`src/rtl/dual_issue_sched.sv`:
```
// Dual-issue scheduler between ID and EX: splits uncoverable pairs and stalls on in-flight loads.
// Optional build macro SCHED_PERF_CNT_EN adds split/stall performance counters.
module dual_issue_sched #(
  parameter int RF_ADDR_WIDTH = 5,
  parameter int LD_LAT        = 2
) (
  input  logic                     clk,
  input  logic                     rst,
  input  logic                     flush,
  input  logic                     mem_stall,
  input  logic                     id0_valid,
  input  logic [RF_ADDR_WIDTH-1:0] id0_rs1addr,
  input  logic [RF_ADDR_WIDTH-1:0] id0_rs2addr,
  input  logic [RF_ADDR_WIDTH-1:0] id0_rdaddr,
  input  logic                     id0_RdWrtEn,
  input  logic                     id0_LdEn,
  input  logic                     id0_MemEn,
  input  logic                     id1_valid,
  input  logic [RF_ADDR_WIDTH-1:0] id1_rs1addr,
  input  logic [RF_ADDR_WIDTH-1:0] id1_rs2addr,
  input  logic [RF_ADDR_WIDTH-1:0] id1_rdaddr,
  input  logic                     id1_RdWrtEn,
  input  logic                     id1_LdEn,
  input  logic                     id1_MemEn,
  output logic                     issue0_en,
  output logic                     issue1_en,
  output logic                     id_stall,
  output logic                     sched_split,
  output logic [31:0]              perf_split_cnt,
  output logic [31:0]              perf_stall_cnt
);

  localparam int NREG = 1 << RF_ADDR_WIDTH;
  localparam logic [0:0] ST_PAIR  = 1'b0;
  localparam logic [0:0] ST_SLOT1 = 1'b1;
  localparam logic [2:0] LD_LAT_C = 3'(LD_LAT);
  localparam logic [RF_ADDR_WIDTH-1:0] REG_X0 = {RF_ADDR_WIDTH{1'b0}};

  logic [0:0]      state_q, state_d;
  logic [2:0]      cnt_q [NREG];
  logic [NREG-1:0] busy_s;
  logic            haz0_s, haz1_s, split_s;
  logic            ld0_set_s, ld1_set_s;

  // Register 0 is hardwired, so it is never reported busy.
  always_comb begin
    busy_s = {NREG{1'b0}};
    for (int r = 1; r < NREG; r++) begin
      busy_s[r] = (cnt_q[r] != 3'd0);
    end
  end

  assign haz0_s = id0_valid && (busy_s[id0_rs1addr] || busy_s[id0_rs2addr]);
  assign haz1_s = id1_valid && (busy_s[id1_rs1addr] || busy_s[id1_rs2addr]);

  // Pairs the forwarding network cannot cover: in-pair load-use, dual memory op, in-pair WAW.
  assign split_s =
      (id0_LdEn && id0_RdWrtEn && (id0_rdaddr != REG_X0) &&
       ((id1_rs1addr == id0_rdaddr) || (id1_rs2addr == id0_rdaddr))) ||
      (id0_MemEn && id1_MemEn) ||
      (id0_RdWrtEn && id1_RdWrtEn && (id0_rdaddr == id1_rdaddr) && (id0_rdaddr != REG_X0));

  // Issue decision and next state.
  always_comb begin
    issue0_en   = 1'b0;
    issue1_en   = 1'b0;
    id_stall    = 1'b0;
    state_d     = state_q;
    sched_split = !rst && !mem_stall && (state_q == ST_SLOT1);
    if (rst || flush) begin
      state_d = ST_PAIR;
    end else if (mem_stall) begin
      id_stall = id0_valid || id1_valid;
    end else begin
      case (state_q)
        ST_PAIR: begin
          if (id0_valid) begin
            issue0_en = !haz0_s;
            issue1_en = !haz0_s && id1_valid && !haz1_s && !split_s;
            id_stall  = !(issue0_en && (!id1_valid || issue1_en));
            state_d   = (issue0_en && id1_valid && !issue1_en) ? ST_SLOT1 : ST_PAIR;
          end else begin
            state_d = ST_PAIR;
          end
        end
        ST_SLOT1: begin
          issue1_en = id1_valid && !haz1_s;
          id_stall  = !issue1_en;
          state_d   = issue1_en ? ST_PAIR : ST_SLOT1;
        end
        default: begin
          state_d = ST_PAIR;
        end
      endcase
    end
  end

  // Scheduler state register; mem_stall holds via state_d.
  always_ff @(posedge clk) begin
    if (rst) begin
      state_q <= ST_PAIR;
    end else begin
      state_q <= state_d;
    end
  end

  assign ld0_set_s = issue0_en && id0_LdEn && id0_RdWrtEn && (id0_rdaddr != REG_X0);
  assign ld1_set_s = issue1_en && id1_LdEn && id1_RdWrtEn && (id1_rdaddr != REG_X0);

  // Load scoreboard: a fresh load reloads the count, otherwise busy entries count down.
  always_ff @(posedge clk) begin
    if (rst) begin
      for (int r = 0; r < NREG; r++) begin
        cnt_q[r] <= 3'd0;
      end
    end else if (!mem_stall) begin
      for (int r = 0; r < NREG; r++) begin
        if ((ld0_set_s && (id0_rdaddr == RF_ADDR_WIDTH'(r))) ||
            (ld1_set_s && (id1_rdaddr == RF_ADDR_WIDTH'(r)))) begin
          cnt_q[r] <= LD_LAT_C;
        end else if (cnt_q[r] != 3'd0) begin
          cnt_q[r] <= cnt_q[r] - 3'd1;
        end else begin
          cnt_q[r] <= 3'd0;
        end
      end
    end
  end

`ifdef SCHED_PERF_CNT_EN
  logic [31:0] split_cnt_q, stall_cnt_q;

  // Performance counters; both wrap naturally.
  always_ff @(posedge clk) begin
    if (rst) begin
      split_cnt_q <= 32'd0;
      stall_cnt_q <= 32'd0;
    end else begin
      if ((state_q == ST_PAIR) && (state_d == ST_SLOT1)) begin
        split_cnt_q <= split_cnt_q + 32'd1;
      end
      if (id_stall && !issue0_en && !issue1_en && !mem_stall) begin
        stall_cnt_q <= stall_cnt_q + 32'd1;
      end
    end
  end

  assign perf_split_cnt = split_cnt_q;
  assign perf_stall_cnt = stall_cnt_q;
`else
  assign perf_split_cnt = 32'd0;
  assign perf_stall_cnt = 32'd0;
`endif

endmodule
```
`config.mk`:
```
export PLATFORM = sky130hd
export DESIGN_NAME = dual_issue_sched
export DESIGN_NICKNAME = d
export VERILOG_FILES = /design/src/rtl/dual_issue_sched.sv
export SDC_FILE = /design/constraint.sdc
export NUM_CORES = 1
export LEC_CHECK = 0
export BUFFER_PORTS_ARGS = -buffer_cell sky130_fd_sc_hd__buf_2
export CAP_MARGIN = 40
export CORE_MARGIN = 4
export CORE_UTILIZATION = 50
export CTS_CLUSTER_SIZE = 40
export DETAILED_ROUTE_END_ITERATION = 10
export PLACE_DENSITY = 0.71
export SYNTH_ARGS = -nofsm -noshare
export SYNTH_HDL_FRONTEND = slang
export SYNTH_SLANG_ARGS = --single-unit
export TNS_END_PERCENT = 10
```
`constraint.sdc`:
```
create_clock -name clk -period 4.6 [get_ports clk]
set_clock_uncertainty 0.2 [all_clocks]
set_input_delay 0.92 -clock clk [delete_from_list [all_inputs] [get_ports clk]]
set_output_delay 0.92 -clock clk [all_outputs]
set_load 0.005 [all_outputs]
```
==> run metrics, run 1 <==
final hold slack roughly 350 ps; slowest stage cell, crit path mux4_2; total of max-cap violations 0; Cells after DPL 1,071; IO Port Bufs 45; vias in the first global route approximately 5.7k; CTS tree yes; Post-DRT Antenna Nets 0; area delta synth->final 7.09%; slew margin rel. 0.532; layout cells sized above 1 0.152; average cell area after synthesis 9.75 um^2; yosys warns 0; run status completed; final slew viol count 0; Hold Path Class reg -> reg; post-synthesis sequential area ratio 0.349; Root Driver clkbuf_16; largest net degree at the start of global routing between 50 and 60; Rows 46; Nets between 900 and 1k; CP endpoint kind primary output; H-tree Lvls 3; Initial Utilization 0.509; Core Region 15,800 um^2; # resized after CTS 0; worst-margin pin slew between 700 and 800 ps; vias per std cell roughly 5.8; total global-route track usage 0.222; CP required ~3500 ps; drt wl/cell between 15 and 20 um; Syn Std Cell Area 8060 um^2; IO Pins 110; final WL a little over 20 mm; setup_tns 0 ps; Post-synth EDFFs 93; initial antenna violation count 1; antenna cells 0; Max Buffers Root-to-Sink 2; GRT Residual Overflow 0; Final WS setup around 220 ps; Setup WS pre-CTS about 290 ps; Post-Layout Cell Count between 1k and 1.5k; die area about 18,000 um^2; Seq cells post-synth between 90 and 100; unrepaired setup endpoints after global routing false; crit path launch type register; clock sink count 94; CP Max Fanout 6; Vias about 6.3k; Top FF cell, synth edfxtp_1; Syn Inst Count 827; Async SR Flop Fraction 0; drt pass-1 iters 6; Worst-path clk slew about 70 ps; PD cells 300 nW/um^2; Max Freq 228 MHz; CP Class reg -> out; Final Hold Vio Count 0; count of cell types in the netlist 75; crit share post-route 0.952; post-DP HPWL approximately 15 mm; CP Cell Sequence inv_1 > ha_1 > nor2b_1 > buf_4 > mux4_2 > mux4_2 > and2_0 > a31o_1 > nand2_1 > a21oi_1 > a21oi_1 > buf_2; Leak 0.00351 uW; Post-CTS Hold Buffers 0; Fill cells between 1k and 1.5k; RePlAce Congestion a little under 1; max incr delay on CP around 460 ps; global-route wire length before repair 30.9 mm; setup violation total in the final timing report 0; Skew-Pair Late Insertion Delay around 360 ps; Arr. time, crit path between 3000 and 4000 ps; worst ir drop on vdd approximately 0.00016 V; Num CTS Buffers 9; Die Height between 100 and 150 um; Post-route DRC 0; Die W roughly 130 um; min Tclk post-route 4380 ps; post-CTS repair timing setup buffer count 0; initial DRC count roughly 790
[Yosys cell counts, types with 5 or more instances]
library cell  count  share of area
xnor2_1          28          0.030
mux4_2           27          0.075
edfxtp_1         93           0.35
nand4_1          17          0.013
inv_1            76          0.035
nor2b_1          36          0.028
o221ai_1          7         0.0076
nand2_1          21         0.0098
mux2i_1          17          0.021
or3_1             6         0.0047
nor2_1           91          0.042
and2b_1           5         0.0047
o22ai_1          12         0.0093
o31a_1            8         0.0087
ha_1             62          0.096
a21oi_1          12         0.0075
nand2b_1         13          0.010
a31oi_1           7         0.0054
o21ai_0          14         0.0087
xor2_1            5         0.0054
nor3_1           42          0.026
o22a_1            5         0.0054
buf_2            14         0.0087
nor4_1           25          0.019
nand3_1          13         0.0081
o21ai_1           5         0.0031
buf_4            66          0.061
and3_1            9         0.0070
clkbuf_1         20         0.0093
[path summary, 6_finish.rpt]
check / end / from / slack (ps) / cells after the start
setup reg to reg: cnt_q[0][26] / cnt_q[1][0] / 500 / 12
hold reg to reg: cnt_q[1][12] / cnt_q[1][12] / 350 / 1
hold / removal: cnt_q[1][12] / cnt_q[1][12] / 350 / 1
setup / recovery: id_stall / cnt_q[1][36] / 220 / 12
[kinds of logic after synthesis]
kind of cell | count (synthesis) | synth area share
AOI/OAI and AO/OA | 103 | 0.0941
xor gates and xnor gates | 33 | 0.0359
adders and majority gates | 62 | 0.0962
buffers and inverters | 179 | 0.118
DFF | 94 | 0.349
muxes | 44 | 0.0965
other | 1 | 0.000465
and+or+nand+nor | 311 | 0.210
[cells in the final DEF, fill, tap and decap left out, drive strengths merged, types with 14 or more instances in the layout]
cell type,synthesis,routed
mux4,27,27
mux2i,17,17
nand2b,15,15
nor4,25,25
o21ai,20,20
nor2b,36,36
buf,83,68
nand4,20,20
inv,76,76
ha,62,62
nand2,22,22
edfxtp,93,93
nor3,42,42
xnor2,28,28
nand3,14,14
conb,1,64
nor2,91,91
[worst max-delay path: cells and delay by family (launching register included)]
family,cells,cell delay (ps)
buf+inv,3,400
simple gates,3,480
mux,2,910
fa+ha+maj,1,180
compound gates,3,570
flops,1,350
[routing by layer]
metal  share of wire  track usage  routed length (um)
met4           0.023       0.0733                 458
met3            0.10       0.0574                2020
met2            0.44        0.324                8780
met5         0.00055            0                  11
met1            0.44        0.323                8910
[sequential cells by signal, indices dropped and copies added, names as in the netlist]
signal and cells:
cnt_q 93, state_q 1
[power breakdown]
group,switching [uW],internal (uW)
clock network,341,473
registers,36.2,1030
logic,406,301
[metrics by stage]
stage	power (uW)	util	cell area (um^2)
after floorplan	1620	-	8300
after global placement	1770	0.526	8320
after detailed placement	1780	0.526	8320
after CTS	2600	0.545	8630
after global routing	2720	0.545	8630
final	2590	0.545	8630
[area by class of cell]
cell class | count | area [um^2] | share of cell area
multi-input combinational | 617 | 4540 | 0.526
sequential | 94 | 2810 | 0.326
timing repair buffer | 68 | 410 | 0.0475
inverter | 76 | 285 | 0.0330
tap | 216 | 270 | 0.0313
clock buffer | 9 | 225 | 0.0261
clock inverter | 7 | 88.8 | 0.0103
No activity file was read; power rests on OpenSTA's default activity.
==> run 2, diff against run 1 <==
--- a/config.mk
+++ b/config.mk
@@ -7,11 +7,14 @@
 export LEC_CHECK = 0
 export BUFFER_PORTS_ARGS = -buffer_cell sky130_fd_sc_hd__buf_2
 export CAP_MARGIN = 40
+export CELL_PAD_IN_SITES_DETAIL_PLACEMENT = 0
+export CELL_PAD_IN_SITES_GLOBAL_PLACEMENT = 1
 export CORE_MARGIN = 4
-export CORE_UTILIZATION = 50
+export CORE_UTILIZATION = 46
 export CTS_CLUSTER_SIZE = 40
 export DETAILED_ROUTE_END_ITERATION = 10
-export PLACE_DENSITY = 0.71
+export PLACE_DENSITY_LB_ADDON = 0.1
+export SKIP_LAST_GASP = 1
 export SYNTH_ARGS = -nofsm -noshare
 export SYNTH_HDL_FRONTEND = slang
 export SYNTH_SLANG_ARGS = --single-unit
==> run metrics, run 2 (synthesis results as in run 1) <==
run status completed; CP Cell Sequence inv_1 > ha_1 > and2b_1 > mux4_2 > mux4_2 > and2_0 > a31o_1 > a41oi_2 > nor2_1 > buf_2; crit share post-route 0.945 (-0.00655); Post-DRT Antenna Nets 0 (unchanged); Hold Path Class reg -> reg; met1 Use GR 0.316 (-0.00656); crit path launch type register; Largest Register cnt_q; largest net degree at the start of global routing 77 (+48%); setup_tns 0 ps (unchanged); max reg flops 93 (unchanged); most frequent cells in the layout edfxtp_1, nor2_1, inv_1, conb_1, ha_1; Vias 6,295 (-0.27%); CP endpoint kind primary output; die area 19,700 um^2 (+8.2%); dpl cell area 8300 um^2 (-0.23%); CP Max Fanout 4 (-2); cell family with most CP delay multiplexers; Post-Layout Cell Count 1,092 (+0.46%); IO Port Bufs 45 (unchanged); most frequent CP cell mux4_2; RePlAce Congestion 0.869 (-12%); final WL 21.7 mm (+7.6%); global-route wire length before repair 33.6 mm (+8.7%); Worst-path clk slew 70 ps (about the same); layout cells sized above 1 0.145 (-0.00622); vias in the first global route 6,068 (+6.5%); Bufs and invs on worst path 2 (-1); total of max-cap violations 0 (unchanged); Core Region 17,200 um^2 (+8.9%); Final Hold Vio Count 0 (unchanged); GR Util met3 0.0526 (-0.00480); worst ir drop on vdd 0.000178 V (+11%); Root Driver clkbuf_16; drt wl/cell 19.9 um (+7.1%); drt pass-1 iters 5 (-1); critical path startpoint cnt_q[1][21]; PD cells 290 nW/um^2 (-3.2%); initial antenna violation count 0 (-1); Max Freq 230 MHz (+0.69%); post-CTS repair timing setup buffer count 0 (unchanged); total global-route track usage 0.218 (-0.00422); slowest stage cell, crit path mux4_2; Post-route DRC 0 (unchanged); # resized after CTS 0 (unchanged); worst-margin pin slew 743 ps (+41.2 ps); Max Buffers Root-to-Sink 2 (unchanged); Initial Utilization 0.468 (-0.0416); Num CTS Buffers 9 (unchanged); GRT met2 Usage 0.329 (+0.00504); final slew viol count 0 (unchanged); Cells after DPL 1,076 (+0.47%); IO Pins 110 (unchanged); vias per std cell 5.76 (-0.73%); Hold Startpoint cnt_q[0][6]; area delta synth->final 6.29%; CP required 3480 ps (about the same); GRT Residual Overflow 0 (unchanged); clock sink count 94 (unchanged); Die Height 140 um (+4.0%); Post-CTS Hold Buffers 0 (unchanged); Nets 966 (-0.41%); CTS tree yes; unrepaired setup endpoints after global routing false; Leak 0.00346 uW (-1.4%); max incr delay on CP 500 ps (+40 ps); commonest non-fill, non-tap cell in the layout edfxtp_1; Regs by FF count cnt_q: 93 flops, state_q: 1 flops; CP Class reg -> out; Arr. time, crit path 3230 ps (-30 ps); initial DRC count 621 (-21%); Die W 140 um (+4.0%); Finished Cell Area 8570 um^2 (-0.75%); antenna cells 0 (unchanged); Most Used Layer, Global Route met2; post-DP HPWL 16.3 mm (+6.7%); min Tclk post-route 4350 ps (-30.1 ps); slew margin rel. 0.504 (-0.0271); setup violation total in the final timing report 0 (unchanged); Skew-Pair Late Insertion Delay 360 ps (about the same); reg2reg start cnt_q[1][18]; Rows 48 (+4.3%); H-tree Lvls 3 (unchanged)
-- run 2: final timing paths --
path	to	slack [ps]	depth (start not counted)
worst max register to register	cnt_q[0][26]	590	12
worst min register to register	cnt_q[0][6]	350	1
worst max-delay path	issue1_en	250	10
worst min-delay path	cnt_q[0][6]	350	1
-- run 2: cell type report --
cell class / instances / area, um^2
Inverter: 76 / 285
Tap cell: 225 / 282
Sequential cell: 94 / 2810
Timing Repair Buffer: 64 / 380
Clock inverter: 5 / 35.0
Fill cell: 1621 / 8670
Clock buffer: 11 / 233
Multi-Input combinational cell: 617 / 4540
-- run 2: stage by stage --
step                total power [uW]  hold slack, ps  setup WS [ps]   util
finish                          2490             353            251  0.497
global route                    2620             363            161  0.497
CTS                             2490             357            289  0.497
detailed placement              1780             347            366  0.482
global placement                1760             342            424  0.482
floorplan                       1620             329            456      -
-- run 2: power breakdown --
part | leakage, uW | total (uW) | internal, uW | switching, uW
registers | 0.00103 | 1070 | 1030 | 36.7
logic | 0.00231 | 705 | 294 | 411
clock network | 0.000120 | 713 | 368 | 345
total | 0.00346 | 2490 | 1690 | 792
-- run 2: metal layers --
layer,wire (um),up-vias
met3,1970,25
li1,-,2935
met2,9690,277
met4,279,0
met5,0,-
met1,9760,3058
==> run 3, diff against run 2 <==
==> constraint.sdc (replaced) <==
create_clock -name clk -period 4.3 [get_ports clk]
set_clock_uncertainty 0.2 [all_clocks]
set_input_delay 0.86 -clock clk [delete_from_list [all_inputs] [get_ports clk]]
set_output_delay 0.86 -clock clk [all_outputs]
set_load 0.005 [all_outputs]
==> run metrics, run 3 (synthesis results as in run 1) <==
final slew viol count 0 (unchanged); setup_tns 0 ps (unchanged); CP Cell Sequence inv_1 > ha_1 > and2b_2 > mux4_2 > mux4_2 > and2_0 > a31o_2 > nand2_1 > a21oi_1 > a21oi_1 > buf_2; Fill cells 1,599 (-1.4%); PD cells 321 nW/um^2 (+11%); crit share post-route 0.980; CP endpoint kind primary output; Post-route DRC 0 (unchanged); initial antenna violation count 0 (unchanged); Max Buffers Root-to-Sink 2 (unchanged); clock sink count 94 (unchanged); Max Freq roughly 240 MHz; Die Height 140 um (unchanged); Leak 0.00351 uW (+1.4%); Most Used Layer, Global Route met2; met1 Use GR 0.329 (+0.0128); Hold Path Class reg -> reg; initial DRC count 610 (-1.8%); post-DP HPWL 16.7 mm (+2.6%); Rows 48 (unchanged); total of max-cap violations 0 (unchanged); Largest Register cnt_q; vias in the first global route 6,151 (+1.4%); slowest stage cell, crit path mux4_2; GRT met2 Usage 0.348 (+0.0184); RePlAce Congestion 0.942 (+8.3%); unrepaired setup endpoints after global routing true; min Tclk post-route 4210 ps; commonest non-fill, non-tap cell in the layout edfxtp_1; vias per std cell 5.73 (-0.61%); global-route wire length before repair 34.4 mm (+2.3%); CTS tree yes; H-tree Lvls 3 (unchanged); IO Port Bufs 45 (unchanged); max incr delay on CP 500 ps (about the same); cell family with most CP delay multiplexers; total global-route track usage 0.224 (+0.00640); Regs by FF count cnt_q: 93 flops, state_q: 1 flops; Die W 140 um (unchanged); GR Util met3 0.0304 (-0.0222); largest net degree at the start of global routing 50 (-35%); IO Pins 110 (unchanged); die area 19,700 um^2 (unchanged); GRT Residual Overflow 0 (unchanged); Initial Utilization 0.468 (unchanged); Arr. time, crit path 3150 ps (-80 ps); most frequent cells in the layout edfxtp_1, nor2_1, inv_1, conb_1, ha_1; slew margin rel. 0.522 (+0.0180); setup violation total in the final timing report 0 (unchanged); run status completed; multi-input logic area 4550 um^2 (+0.14%); Setup WS pre-CTS 252 ps (-115 ps); Post-CTS Hold Buffers 0 (unchanged); Final WS setup 87.2 ps (-164 ps); CP Class reg -> out; Core Region 17,200 um^2 (unchanged); Final Hold Vio Count 0 (unchanged); CP Max Fanout 4 (unchanged); Skew-Pair Late Insertion Delay 360 ps (about the same); drt wl/cell 20.1 um (+1.2%); Vias 6,268 (-0.43%); area delta synth->final 7.12%; drt pass-1 iters 5 (unchanged); FF/Latch Area 2810 um^2 (unchanged); crit path launch type register; final WL 22.0 mm (+1.3%); Num CTS Buffers 9 (unchanged); antenna cells 0 (unchanged); layout cells sized above 1 0.154 (+0.00887); Post-DRT Antenna Nets 0 (unchanged); worst ir drop on vdd 0.000227 V (+28%); max reg flops 93 (unchanged); CP required 3240 ps (-240 ps); Worst-path clk slew 70 ps (about the same); worst-margin pin slew 716 ps (-27.7 ps); Bufs and invs on worst path 2 (unchanged); Root Driver clkbuf_16; Nets 970 (+0.41%)
## run 3: cell count changes in the layout (fill, tap and decap cells not counted), sizes merged
cell	before	now
inv	77	76
clkinv	1	2
buf	64	68
clkbuf	11	9
clkinvlp	3	1
bufinv	0	2
## run 3: per-stage QoR
| stage | total power (uW) | std cells | instance area [um^2] | utilization | hold slack (ps) |
|---|---|---|---|---|---|
| 6_report | 2770 | 1094 | 8640 | 0.501 | 353 |
| 5_1_grt | 2910 | 1094 | 8640 | 0.501 | 367 |
| 4_1_cts | 2770 | 1094 | 8630 | 0.501 | 356 |
| 3_5_place_dp | 1920 | 1080 | 8330 | 0.483 | 346 |
| 3_3_place_gp | 1890 | 1079 | 8320 | 0.483 | 344 |
| 2_1_floorplan | 1740 | 890 | 8300 | - | 329 |
## run 3: final cells by class
cell class	instances	area share
Timing Repair Buffer	68	0.0472
Clock buffer	9	0.0261
Sequential cell	94	0.326
Inverter	76	0.0330
Multi-Input combinational cell	617	0.527
Clock inverter	5	0.00884
Tap cell	225	0.0326
## run 3: timing repair
item	in CTS	in global routing
endpoints found under the setup margin	0	3
endpoints found under the hold margin	0	0
setup buffers	0	0
gates resized for setup	0	4
## run 3: per-layer routing
layer	wire length, um	part of all wire	vias to the layer above
met5	0	0	-
met4	393	0.018	0
met3	1770	0.081	26
met2	9790	0.45	298
met1	10000	0.46	2998
li1	-	-	2946
## run 3: power by group
part / total, uW / internal (uW) / switching (uW)
clock network: 868 / 501 / 367
logic: 762 / 321 / 442
registers: 1140 / 1110 / 39.5
total: 2770 / 1930 / 848
## run 3: path summary, 6_finish.rpt
kind | start | end | slack (ps) | cells after the start
setup / recovery | cnt_q[1][21] | id_stall | 90 | 11
hold / removal | cnt_q[0][6] | cnt_q[0][6] | 350 | 1
setup reg to reg | cnt_q[1][21] | cnt_q[1][10] | 380 | 12
hold reg to reg | cnt_q[0][6] | cnt_q[0][6] | 350 | 1
## run 3: worst register-to-register path: cells and delay by family (launching register included)
family                     cells  cell delay (ps)
muxes                          2              970
adders and majority gates      1              230
AOI/OAI and AO/OA              3              760
DFF                            1              340
buffers and inverters          2              270
and+or+nand+nor                4              900
